--- src/rtl/tlb_op_seq_pkg.sv ---
// tlb_op_seq_pkg: op encodings and FSM states shared by the TLB op sequencer
package tlb_op_seq_pkg;
  localparam logic [1:0] OP_RD   = 2'b00;
  localparam logic [1:0] OP_WR   = 2'b01;
  localparam logic [1:0] OP_FILL = 2'b10;
  localparam logic [1:0] OP_INV  = 2'b11;
  localparam logic [4:0] INV_OP_MAX = 5'd6;
  typedef enum logic [2:0] {
    S_IDLE,
    S_RD_ADDR,
    S_RD_CAP,
    S_WRITE,
    S_INV_SCAN,
    S_DONE
  } state_t;
endpackage

--- src/rtl/tlb_op_seq_fill_ctr.sv ---
// tlb_fill_ctr: free-running counter that wraps at TLBNUM-1, picking tlbfill victims
module tlb_fill_ctr #(
  parameter int TLBNUM = 16,
  parameter int IDX_W  = 4
) (
  input  logic             clk,
  input  logic             reset,
  output logic [IDX_W-1:0] cnt
);
  // explicit wrap so non-power-of-2 TLBNUM never yields an out-of-range index
  always_ff @(posedge clk)
    cnt <= reset || cnt == IDX_W'(TLBNUM - 1) ? '0 : cnt + 1'b1;
endmodule

--- src/rtl/tlb_op_seq.sv ---
// tlb_op_seq: multi-cycle sequencer driving TLB and CSR ports for committed TLB ops
module tlb_op_seq
  import tlb_op_seq_pkg::*;
#(
  parameter int TLBNUM = 16,
  parameter int IDX_W  = 4
) (
  input  logic             clk,
  input  logic             reset,
  input  logic             req_valid,
  input  logic [1:0]       req_op,
  input  logic [IDX_W-1:0] req_index,
  input  logic [4:0]       req_inv_op,
  output logic             req_ready,
  output logic             busy,
  output logic             done,
  output logic             tlb_we,
  output logic [IDX_W-1:0] tlb_w_index,
  output logic [IDX_W-1:0] tlb_r_index,
  input  logic             tlb_r_e,
  output logic             csr_rd_we,
  output logic             csr_rd_ne,
  output logic             tlb_inv_en,
  output logic [IDX_W-1:0] tlb_inv_index,
  output logic [4:0]       tlb_inv_op
);
  state_t           state, state_n;
  logic [IDX_W-1:0] fill_ctr, idx_q, scan_ctr;
  logic [4:0]       inv_op_q;
  logic             accept;
  tlb_fill_ctr #(.TLBNUM(TLBNUM), .IDX_W(IDX_W)) u_fill_ctr (
    .clk  (clk),
    .reset(reset),
    .cnt  (fill_ctr)
  );
  assign accept = state == S_IDLE && req_valid;
  // state register, scan counter and op latches; FILL captures the victim index at accept
  always_ff @(posedge clk) begin
    if (reset) begin
      state    <= S_IDLE;
      idx_q    <= '0;
      inv_op_q <= '0;
      scan_ctr <= '0;
    end else begin
      state    <= state_n;
      scan_ctr <= state == S_INV_SCAN && state_n == S_INV_SCAN ? scan_ctr + 1'b1 : '0;
      if (accept) begin
        idx_q    <= req_op == OP_FILL ? fill_ctr : req_index;
        inv_op_q <= req_inv_op;
      end
    end
  end
  // next-state decode; unsupported invtlb ops finish immediately with no TLB activity
  always_comb begin
    state_n = state;
    case (state)
      S_IDLE:
        if (req_valid)
          state_n = req_op == OP_RD  ? S_RD_ADDR :
                    req_op == OP_INV ? (req_inv_op <= INV_OP_MAX ? S_INV_SCAN : S_DONE) :
                    S_WRITE;
      S_RD_ADDR:  state_n = S_RD_CAP;
      S_RD_CAP:   state_n = S_DONE;
      S_WRITE:    state_n = S_DONE;
      S_INV_SCAN: state_n = scan_ctr == IDX_W'(TLBNUM - 1) ? S_DONE : S_INV_SCAN;
      default:    state_n = S_IDLE;
    endcase
  end
  assign req_ready     = state == S_IDLE;
  assign busy          = ~req_ready;
  assign done          = state == S_DONE;
  assign tlb_we        = state == S_WRITE;
  assign tlb_w_index   = tlb_we ? idx_q : '0;
  assign tlb_r_index   = state == S_RD_ADDR ? idx_q : '0;
  assign csr_rd_we     = state == S_RD_CAP;
  assign csr_rd_ne     = csr_rd_we & ~tlb_r_e;
  assign tlb_inv_en    = state == S_INV_SCAN;
  assign tlb_inv_index = tlb_inv_en ? scan_ctr : '0;
  assign tlb_inv_op    = inv_op_q;
endmodule

--- config.mk ---
export PLATFORM = sky130hd
export DESIGN_NAME = tlb_op_seq
export DESIGN_NICKNAME = d
export VERILOG_FILES = /design/src/rtl/tlb_op_seq_pkg.sv /design/src/rtl/tlb_op_seq_fill_ctr.sv /design/src/rtl/tlb_op_seq.sv
export SDC_FILE = /design/constraint.sdc
export NUM_CORES = 1
export LEC_CHECK = 0
export CAP_MARGIN = 20
export CELL_PAD_IN_SITES_DETAIL_PLACEMENT = 0
export CELL_PAD_IN_SITES_GLOBAL_PLACEMENT = 1
export CORE_ASPECT_RATIO = 0.8
export CORE_MARGIN = 4
export CORE_UTILIZATION = 25
export CTS_CLUSTER_SIZE = 24
export DETAILED_ROUTE_END_ITERATION = 16
export GPL_TIMING_DRIVEN = 0
export PLACE_DENSITY = 0.62
export SYNTH_ARGS = -nofsm -noshare
export SYNTH_HDL_FRONTEND = slang
export SYNTH_SLANG_ARGS = --single-unit
--- constraint.sdc ---
create_clock -name clk -period 2.2 [get_ports clk]
set_clock_uncertainty 0.1 [all_clocks]
set_input_delay 0.22 -clock clk [delete_from_list [all_inputs] [get_ports clk]]
set_output_delay 0.22 -clock clk [all_outputs]
set_load 0.02 [all_outputs]
==> impl_metrics.yaml <==
cells_and_area:
  seqCellArea_sq_um: 400.4
  drive_above_1_share: 0.07843
  area_delta_synth_final_pct: 48.85
  fill_cells: 399
  nNetsFinal: 176
  antenna_cells: 0
  fin_util: 0.3946
  final_area_sq_um: 1540
  final_cells: 208
  multiInputGateArea_sq_um: 571.8
global_routing:
  grt_pass1_vias: 884
  antenna_found_initial: 0
  grt_overflow: 0
  grt_max_degree: 11
  grt.total_usage: 0.09602
  grt_first_pass_wirelength_mm: 4.036
placed_design:
  pre_cts_slack_ps: 81.30
  dp_cells: 204
  place_area_sq_um: 1484
  gp_congestion: 0.7246
  portBuffers: 38
  hpwl_mm: 1.833
floorplanning:
  pin_count: 39
  die_area_sq_um: 5239
  start_util: 0.2651
  rows: 20
  die_y_um: 65.54
  die_w_um: 79.93
  fp.coreArea_sq_um: 3904
setup_path:
  r2r-end: "tlb_inv_op[3]$_SDFFE_PP0P_"
  ff2ff_path_depth: 5
  cp_slowest_cell: "clkdlybuf4s50_1"
  timing.rr.start: "state[2]$_SDFF_PP0_"
  max_stage_delay_ps: 600
  path_cells: "buf_2, nor3b_4, and2_1, clkdlybuf4s50_1"
  worst_ep_arrival_time_ps: 1800
  worst_ep_required_time_ps: 1880
  critPathLaunchType: "register"
  r2r_slack_ps: 630
  cp-end-kind: "primary output"
  crit_fanout: 9
  critical_path_class: "register to primary output"
routing:
  drc_errors: 0
  drtPass1Iterations: 4
  vias: 903
  antenna_left: 0
  drt_iter0_drc: 23
  wl_per_cell_um: 11.60
  wl_mm: 2.412
  viasPerCell: 4.341
clock_network:
  clockBufferDepth: 2
  cts_tree: "yes"
  cts-root-buf: "clkbuf_8"
  cts_buffers: 3
  h-tree-depth: 1
  cts_sinks: 20
  clock_latency_ps: 250
  clk_pin_slew_ps: 70
logic_synthesis:
  yosysSeqAreaShare: 0.3869
  synth-seq-cells: 20
  synth_area_leaders: "dfxtp_1, mux2i_1, ha_1, nor2_1, and3_1"
  yosysMostFrequentCell: "dfxtp_1"
  syn_area_sq_um: 1035
  syn_inst: 111
  ys_async_sr_fraction: 0
  ys_top_cells_by_count: "dfxtp_1, nor2_1, and3_1, mux2i_1"
  yosysWarningCount: 0
  ys.flop_type: "dfxtp_1"
  synth.top_cell.area_share: 0.3869
  synthesis.nets: 132
  synth_edf_count: 0
  syn_avg_cell_area_sq_um: 9.322
  synth.distinct_cells: 33
  synth_top_cell_by_area: "dfxtp_1"
sta:
  slew_violations: 0
  finalWorstSetupSlack_ps: 78.09
  maxClockFrequency_mhz: 471.3
  rsz0062_at_grt: "false"
  tns_ps: 0
  timing.final.crit_share: 0.9645
  min_period_ps: 2122
  setup_violations: 0
  worst_pin_slew_ps: 447.1
  hold_viol_final: 0
  hold_ws_ps: 362.1
  relSlewSlack: 0.7019
min_path:
  whs_path_depth: 1
  hold_end: "scan_ctr[0]$_SDFF_PP0_"
  hold_class: "register to register"
  hold_start: "scan_ctr[0]$_SDFF_PP0_"
pwr:
  leakagePower_nw: 0.6233
  power_density_nw_per_um2: 624.8
  finalPower_mw: 0.9624
  peakVddDrop_v: 0.0002120
run_status:
  status: "completed"
flow_run:
  maxCapViolations: 0
==> kinds of logic after synthesis <==
logic type,synth area share
buffers and inverters,0.06650
AOI/OAI and AO/OA,0.08464
muxes,0.08707
DFF,0.3869
adders and majority gates,0.07255
and+or+nand+nor,0.2769
xor gates and xnor gates,0.02540
==> cell type report <==
cell class / instances / area share
Buffer: 7 / 0.03331
Clock buffer: 3 / 0.02681
Inverter: 5 / 0.01219
Multi-Input combinational cell: 79 / 0.3712
Sequential cell: 20 / 0.2600
Tap cell: 55 / 0.04468
Timing Repair Buffer: 39 / 0.2518
==> worst max path at each step <==
stage | start | end | slack, ps | depth (start not counted)
2_1_floorplan | state[0]$_SDFF_PP0_ | tlb_inv_index[0] | 670 | 3
3_3_place_gp | req_op[0] | state[0]$_SDFF_PP0_ | 100 | 6
3_5_place_dp | req_op[0] | state[0]$_SDFF_PP0_ | 80 | 6
4_1_cts | state[0]$_SDFF_PP0_ | tlb_inv_index[3] | 20 | 4
5_1_grt | state[0]$_SDFF_PP0_ | tlb_inv_index[2] | 7 | 4
6_report | state[0]$_SDFF_PP0_ | tlb_inv_index[3] | 80 | 4
==> registers in the layout, indices dropped and copies added (netlist names) <==
register and flops:
u_fill_ctr.cnt 4, tlb_inv_op 5, state 3, idx_q 4, scan_ctr 4
==> worst max-delay path: cells and delay by family (launching register included) <==
kind,cells,cell delay [ps]
AND/OR/NAND/NOR,2,480
flip-flops,1,300
buffers and inverters,2,780
==> cells in the final DEF, fill, tap and decap left out, drive strengths merged <==
cell	count
clkdlybuf4s50	38
dfxtp	20
nor2	16
and3	9
mux2i	9
and2	6
ha	6
buf	6
inv	5
a21oi	5
clkbuf	5
a211oi	4
or3	2
nand3	2
nand4b	2
xnor2	2
o21ai	2
nand2b	1
nor3b	1
and2b	1
and3b	1
nor3	1
a31oi	1
nor2b	1
nor4	1
nor4b	1
xor2	1
nand4	1
or4b	1
o21a	1
a311oi	1
==> what timing repair did <==
action / in CTS / in global routing
hold endpoints to repair: 0 / 0
buffers inserted: 0 / 1
hold buffers: 0 / 0
gates resized for setup: 0 / 3
setup endpoints to repair: 0 / 13
==> metal layers <==
metal | up-vias | global-route usage | wire length (um)
met3 | 4 | 0.01918 | 166
met4 | 0 | 0.03797 | 38
met2 | 30 | 0.1446 | 1002
met1 | 394 | 0.1335 | 1205
li1 | 475 | - | -
met5 | - | 0 | 0
==> where the power goes <==
group	switching [mW]	total [mW]	internal [mW]
registers	0.0210	0.417	0.396
logic	0.155	0.310	0.156
clock network	0.113	0.235	0.122
total	0.289	0.962	0.673
No activity file was read; power rests on OpenSTA's default activity.
